<file path="config.mk">
export PLATFORM = sky130hd
export DESIGN_NAME = jseq_divider
export DESIGN_NICKNAME = d
export VERILOG_FILES = /design/src/rtl/jdiv_pkg.sv /design/src/rtl/jdiv_step.sv /design/src/rtl/jseq_divider.sv
export SDC_FILE = /design/constraint.sdc
export NUM_CORES = 1
export LEC_CHECK = 0
export ABC_AREA = 1
export ABC_CLOCK_PERIOD_IN_PS = 1800
export CORE_MARGIN = 4
export CORE_UTILIZATION = 50
export CTS_BUF_LIST = sky130_fd_sc_hd__clkbuf_8
export CTS_CLUSTER_DIAMETER = 50
export CTS_CLUSTER_SIZE = 12
export DETAILED_ROUTE_END_ITERATION = 7
export PLACE_DENSITY = 0.84
export SYNTH_ARGS = -nofsm -noshare
export SYNTH_HDL_FRONTEND = slang
export SYNTH_SLANG_ARGS = --single-unit
</file>
<file path="constraint.sdc">
create_clock -name clk -period 1.8 [get_ports clk]
set_input_delay 0.36 -clock clk [delete_from_list [all_inputs] [get_ports clk]]
set_output_delay 0.36 -clock clk [all_outputs]
set_load 0.02 [all_outputs]
</file>
<file path="src/rtl/jdiv_pkg.sv">
// ============================================================================
// Module      : jdiv_pkg
// Description : Shared types and default sizing for the sequential divider.
// Revision    : 1.0 - initial release
// ============================================================================
`default_nettype none

package jdiv_pkg;

    localparam int N_DEFAULT     = 4;
    localparam int W2_DEFAULT    = 2 * N_DEFAULT;
    localparam int CNT_W_DEFAULT = $clog2(W2_DEFAULT);

    typedef enum logic [1:0] {
        S_IDLE = 2'd0,
        S_CALC = 2'd1,
        S_FIX  = 2'd2,
        S_DONE = 2'd3
    } state_t;

endpackage

`default_nettype wire

</file>
<file path="src/rtl/jdiv_step.sv">
// ============================================================================
// Module      : jdiv_step
// Description : One combinational restoring shift/trial-subtract iteration.
// Revision    : 1.0 - initial release
// ============================================================================
`default_nettype none

module jdiv_step #(
    parameter int N = 4
) (
    input  logic [N:0]   rem_in,
    input  logic         bit_in,
    input  logic [N-1:0] dmag,
    output logic [N:0]   rem_out,
    output logic         q_bit
);

    logic [N:0]   w_shifted;
    logic [N+1:0] w_trial;

    // A set top bit means the shifted value exceeds any divisor magnitude.
    always_comb begin
        w_shifted = {rem_in[N-1:0], bit_in};
        w_trial   = {1'b0, w_shifted} - {2'b00, dmag};
        q_bit     = rem_in[N] | ~w_trial[N+1];
        rem_out   = q_bit ? w_trial[N:0] : w_shifted;
    end

endmodule

`default_nettype wire

</file>
<file path="src/rtl/jseq_divider.sv">
// ============================================================================
// Module      : jseq_divider
// Description : Sequential signed restoring divider, 2N / N bits, one bit/clk.
// Revision    : 1.0 - initial release
// ============================================================================
`default_nettype none

module jseq_divider
    import jdiv_pkg::*;
#(
    parameter int N = N_DEFAULT
) (
    input  logic             clk,
    input  logic             rst_n,
    input  logic             start,
    input  logic [2*N-1:0]   dividend,
    input  logic [N-1:0]     divisor,
    output logic             ready,
    output logic             done,
    output logic [2*N-1:0]   quotient,
    output logic [N-1:0]     remainder,
    output logic             dbz,
    output logic             ovf
);

    localparam int W     = 2 * N;
    localparam int CNT_W = $clog2(W);

    state_t             r_state;
    state_t             w_next;
    logic [CNT_W-1:0]   r_cnt;
    logic [W-1:0]       r_qreg;
    logic [N:0]         r_prem;
    logic [N-1:0]       r_dmag;
    logic               r_qneg;
    logic               r_rneg;
    logic               r_dbz;

    logic               w_accept;
    logic [W-1:0]       w_dd_mag;
    logic [N-1:0]       w_dv_mag;
    logic [N:0]         w_prem_nxt;
    logic               w_qbit;

    assign ready    = (r_state == S_IDLE) || (r_state == S_DONE);
    assign done     = (r_state == S_DONE);
    assign w_accept = start && ready;
    assign w_dd_mag = dividend[W-1] ? -dividend : dividend;
    assign w_dv_mag = divisor[N-1]  ? -divisor  : divisor;

    jdiv_step #(.N(N)) u_step (
        .rem_in  (r_prem),
        .bit_in  (r_qreg[W-1]),
        .dmag    (r_dmag),
        .rem_out (w_prem_nxt),
        .q_bit   (w_qbit)
    );

    always_ff @(posedge clk or negedge rst_n) begin
        if (!rst_n) begin
            r_state <= S_IDLE;
        end else begin
            r_state <= w_next;
        end
    end

    always_comb begin
        w_next = r_state;
        case (r_state)
            S_IDLE:  if (start) w_next = S_CALC;
            S_CALC:  if (r_cnt == '0) w_next = S_FIX;
            S_FIX:   w_next = S_DONE;
            S_DONE:  w_next = start ? S_CALC : S_IDLE;
            default: w_next = S_IDLE;
        endcase
    end

    always_ff @(posedge clk or negedge rst_n) begin
        if (!rst_n) begin
            r_cnt     <= '0;
            r_qreg    <= '0;
            r_prem    <= '0;
            r_dmag    <= '0;
            r_qneg    <= 1'b0;
            r_rneg    <= 1'b0;
            r_dbz     <= 1'b0;
            quotient  <= '0;
            remainder <= '0;
            dbz       <= 1'b0;
            ovf       <= 1'b0;
        end else if (w_accept) begin
            r_cnt  <= CNT_W'(W - 1);
            r_qreg <= w_dd_mag;
            r_prem <= '0;
            r_dmag <= w_dv_mag;
            r_qneg <= dividend[W-1] ^ divisor[N-1];
            r_rneg <= dividend[W-1];
            r_dbz  <= (divisor == '0);
        end else if (r_state == S_CALC) begin
            r_cnt  <= r_cnt - CNT_W'(1);
            r_qreg <= {r_qreg[W-2:0], w_qbit};
            r_prem <= w_prem_nxt;
        end else if (r_state == S_FIX) begin
            // Only -2^(2N-1) / -1 yields a positive magnitude of 2^(2N-1).
            if (r_dbz) begin
                quotient  <= '1;
                remainder <= '0;
                dbz       <= 1'b1;
                ovf       <= 1'b0;
            end else if (!r_qneg && r_qreg == {1'b1, {(W-1){1'b0}}}) begin
                quotient  <= {1'b0, {(W-1){1'b1}}};
                remainder <= '0;
                dbz       <= 1'b0;
                ovf       <= 1'b1;
            end else begin
                quotient  <= r_qneg ? -r_qreg : r_qreg;
                remainder <= r_rneg ? -r_prem[N-1:0] : r_prem[N-1:0];
                dbz       <= 1'b0;
                ovf       <= 1'b0;
            end
        end
    end

endmodule

`default_nettype wire
</file>
# After elaboration in Yosys (flattened, before gate mapping)
# Index checks and enable logic that the tools add are counted.
# totals
reg_bits	39
out_inout_bits	16
elab_cells	61
# op_classes
add_sub_neg	6
n_eq_ne	6
mux	22
bitwise_logic	5
n_reduce_logical	10
# op_table
operator	n
$mux 8	6
$mux 4	4
$neg 8->8	2
$mux 5	3
$eq 8x8->1 const B	1
$neg 4->4	2
$pmux 2 s4	1
$mux 3	2
$sub 5x4->6	1
$eq 2x2->1 const B	2
$logic_not 4->1	1
$mux 1	4
$mux 2	2
$ne 2x2->1 const B	2
$logic_not 3->1	1
$not 1->1	3
$reduce_and 3->1	1
$sub 3x1->3 const B	1
$eq 2x1->1 const B	1
$logic_and 1x1->1	2
$logic_not 2->1	1
$reduce_and 2->1	1
$reduce_bool 2->1	1
$logic_not 1->1	1
other kinds (3)	3

# Depth between registers and ports, before layout
# logic_depth
depth_word	6
ltp_mapped	11
ltp_nobuf	11

# By module
# From an unflattened synthesis, not the netlist that was laid out.
# unflattened
hier_cells	323
area_unflattened_um2	2484.9
# modules_own_cells
module	n_inst	cells_each	area_per_inst_um2	seq_area_each_um2
jseq_divider	1	276	2214.6	975.9
jdiv_step	1	47	270.3	0.0

# Worst setup path before layout
# No wires, ideal clock.
# synth_path
path_type	flip-flop to flip-flop
startpoint	reg r_state[0]
endpoint	reg r_qreg[4]
setup_time_ns	0.131
arrival_ns	1.486
setup_slack_ns	0.183
stages_incl_launch_ff	10
path_cell_list	dfrtp_1 > inv_1 > ha_1 > inv_1 > nand2_4 > nand2_2 > inv_1 > buf_2 > nand2_1 > o211ai_1
# synth_between
elab_chain_len	4
word_cells_on_any_way	7
classes_between	eq/ne (2); mux (1); reduce/logical (4)
# synth_rtl
item	line_no	source
from (decl)	jseq_divider.sv:29	state_t r_state;
from (signal assigned)	jseq_divider.sv:63	r_state <= w_next;
$eq 2x2->1 / $logic_not 2->1 (equally long branches)	jseq_divider.sv:45	assign ready = (r_state == S_IDLE) || (r_state == S_DONE);
$logic_or 1x1->1 (*)	jseq_divider.sv:45	
via ready	jseq_divider.sv:18	output logic ready,
$logic_and 1x1->1 (*)	jseq_divider.sv:47	assign w_accept = start && ready;
$mux 8 / $reduce_bool 2->1 (equally long branches)	-	
to (signal assigned)	jseq_divider.sv:93	r_qreg <= w_dd_mag;
to (signal assigned)	jseq_divider.sv:101	r_qreg <= {r_qreg[W-2:0], w_qbit};
to (decl)	jseq_divider.sv:32	logic [W-1:0] r_qreg;
# The timed path passes the listed nets; every way through them passes the cells marked *.
# A chain may end at the register's enable or synchronous reset.

# Final worst setup path
# layout_path
startpoint	reg r_state[1]
endpoint	out done
# layout_between
elab_chain_len	1
# layout_rtl
item	line_no	source
$eq 2x2->1	jseq_divider.sv:46	assign done = (r_state == S_DONE);
to (decl)	jseq_divider.sv:19	output logic done,
# No other way between the ends.

==> flow_summary.toml <==
[place]
io_buffers = 30
gp_congestion = 0.871
place_ws_ns = 0.0633
dpl.cell_count = 383
post-dp-hpwl_mm = 3.92

[yosys]
yosys_warnings = 0
synth_nets = 326
netlist_instances = 295
yosys.cell_types.count = 35
avgSynthCellArea_um2 = 7.98
synth_seq_cells = 39
ys_seq_area_frac = 0.415
synthesis.area_um2 = 2350

[layout]
num_antenna_cells = 0
area_growth_pct = 22.3
final_common_cell = "nand2_1"
multiInputGateArea_um2 = 1190
final_cell_mix = "nand2_1, inv_1, dfrtp_1, nand3_1, clkdlybuf4s50_1"
layout-drive-gt1-share = 0.124
layout.cells.non_filler = 391
ff_latch_area_um2 = 976
nets = 369
nFillCells = 400

[clocking]
path_clk_slew_ns = 0.08
clock_path_buffers = 2
h-tree-depth = 2
cts_sinks = 39
clkLatencyLatePin_ns = 0.29
cts_buffers = 5
cts_tree = "built"
cts_root_buf = "clkbuf_8"

[pwr]
power_w = 0.00518
p_switching_w = 0.00236
vdd_drop_max_mv = 1.04
p_int_w = 0.00282
p_per_area_nw_per_um2 = 1800
swShare = 0.455
p_clk_frac = 0.127
combPwrFrac = 0.571
p_seq_frac = 0.302
leakage_nw = 1.43

[detailed_routing]
totalWireLength_mm = 4.95
wl_met2_mm = 2.32
drc = 0
drt-initial-drc-count = 119
vias = 2074
wl_per_cell_um = 12.7
ant_nets = 0
wl_met1_mm = 2.25
wl_met3_um = 300
firstDrtPassIters = 4
routed.top_layer = "met4"
routed_via_density = 5.30

[timing]
fmax_mhz = 594
fin_crit_ns = 1.68
skew_ns = 0.00346
finalHoldViolations = 0
period_share = 0.935
max-slew-margin-rel = 0.674
rsz0062_at_grt = "false"
worst_slack_ns = 0.118
slew_violations = 0
setup_viol = 0
tns_ns = 0
tightest_slew_ns = 0.490

[floorplanning]
initial_utilization = 0.530
pin_count = 31
die_w_um = 76.6
rows = 24
core-area_um2 = 4440
die_y_um = 76.6
die_area_um2 = 5870

[setup_path]
cp.buffers_inverters = 2
rrSetupSlack_ns = 0.15
worstSetupEndpointType = "output pin"
critical_path_class = "flop to output pin"
critPathRequiredTime_ns = 1.44
cp.depth = 3
r2r_end = "r_qreg[1]"
max_stage_delay_ns = 0.38
startpoint = "r_state[1]"
arrival_ns = 1.32
worstPathCellList = "buf_4 -> ha_1 -> dlygate4sd2_1"
critPathSlowestCell = "dfrtp_1"
reg2reg_depth = 9
critical_path.top_delay_family = "buffers and inverters"
cp_max_fo = 4
crit_path_start_kind = "flop"
regToRegStartpoint = "r_state[0]"

[global_route]
antenna_found_initial = 0
grt-ovfl-total = 0
grt_max_degree = 23
grt_pass1_wl_mm = 8.67
grt_pass1_vias = 1986
grtUsageTotal = 0.181

[hold_path]
hp-class = "primary input to asynchronous set/reset pin"

[outcome]
run_status = "completed"

[run]
drv_cap = 0
-- flip-flops by register name, summed over array words and instances, names as in the netlist, 2 cells and up --
name       count
quotient       8
r_prem         5
r_cnt          3
r_state        2
r_qreg         8
r_dmag         4
remainder      4
-- how the worst max path moves through the flow --
stage / end / slack [ns]
floorplan: r_qreg[4] / 0.18
global placement: ready / 0.08
detailed placement: ready / 0.06
CTS: ready / 0.03
global route: r_dmag[1] / 0.02
finish: done / 0.12
-- worst reg2reg max path: cells and delay by family, from the launching register on --
family | cells | cell delay (ns)
buf+inv | 5 | 0.48
flops | 1 | 0.38
fa+ha+maj | 1 | 0.28
simple gates | 2 | 0.21
compound gates | 1 | 0.20
-- power groups by stage --
stage	Sequential [W]	Clock [W]	Combinational (W)
floorplan	0.00167	0	0.00189
global placement	0.00157	0	0.00287
detailed placement	0.00158	0	0.00297
CTS	0.00157	0.000672	0.00297
global route	0.00163	0.000699	0.00334
finish	0.00156	0.000660	0.00296
-- routing by layer --
metal	vias to the layer above	GRT usage
li1	1045	-
met1	959	0.233
met2	62	0.298
met3	8	0.0426
met4	0	0.0634
met5	-	0
-- logic make-up after synthesis --
kind of cell | Yosys count | share of synthesized area
buffers and inverters | 50 | 0.0840
AND/OR/NAND/NOR | 138 | 0.270
XOR/XNOR | 8 | 0.0298
AO/OA/AOI/OAI | 44 | 0.114
flip-flops | 39 | 0.415
adder cells (fa/ha/maj) | 16 | 0.0883
-- layout make-up --
type	count	share of cell area
inverters	45	0.0617
multi-input cells	206	0.413
clock inverters	1	0.00130
repair buffers	41	0.129
well taps	52	0.0226
clock buffers	7	0.0335
flip-flops and latches	39	0.339
-- cell usage after synthesis --
master / number / area [um2]
nand2_1: 75 / 282
inv_1: 41 / 154
dfrtp_1: 39 / 976
nand3_1: 30 / 150
o21ai_0: 18 / 90.1
nor2_1: 16 / 60.1
ha_1: 15 / 188
a21oi_1: 9 / 45.0
xor2_1: 7 / 61.3
o22ai_1: 5 / 31.3
buf_2: 3 / 15.0
inv_2: 3 / 11.3
o211ai_1: 3 / 22.5
a21oi_2: 2 / 17.5
a22oi_1: 2 / 15.0
nand2_4: 2 / 22.5
nand3_2: 2 / 20.0
nand4_1: 2 / 12.5
nor2_2: 2 / 12.5
nor2_4: 2 / 22.5
nor3_1: 2 / 10.0
or2_2: 2 / 12.5
buf_4: 1 / 7.51
clkbuf_1: 1 / 3.75
fa_1: 1 / 20.0
inv_4: 1 / 6.26
nand2_2: 1 / 6.26
nand3b_1: 1 / 7.51
nor3_4: 1 / 16.3
o21ai_1: 1 / 5.00
o21ai_4: 1 / 16.3
o21bai_1: 1 / 7.51
o221ai_1: 1 / 8.76
o41ai_1: 1 / 8.76
xnor2_1: 1 / 8.76
-- what timing repair did --
action	4_1_cts	5_1_grt
cloned	0	0
endpoints found under the setup margin	2	5
buffers inserted	0	0
resized for setup	3	5
hold buffers	0	0
-- stage by stage --
| stage | utilization | hold slack, ns | cell area, um2 |
|---|---|---|---|
| floorplan | - | 0.0644 | 2350 |
| global placement | 0.623 | 0.344 | 2770 |
| detailed placement | 0.623 | 0.350 | 2770 |
| CTS | 0.646 | 0.0252 | 2870 |
| global route | 0.648 | 0.0518 | 2880 |
| finish | 0.648 | 0.0171 | 2880 |
Power figures use the tool's default switching activity.
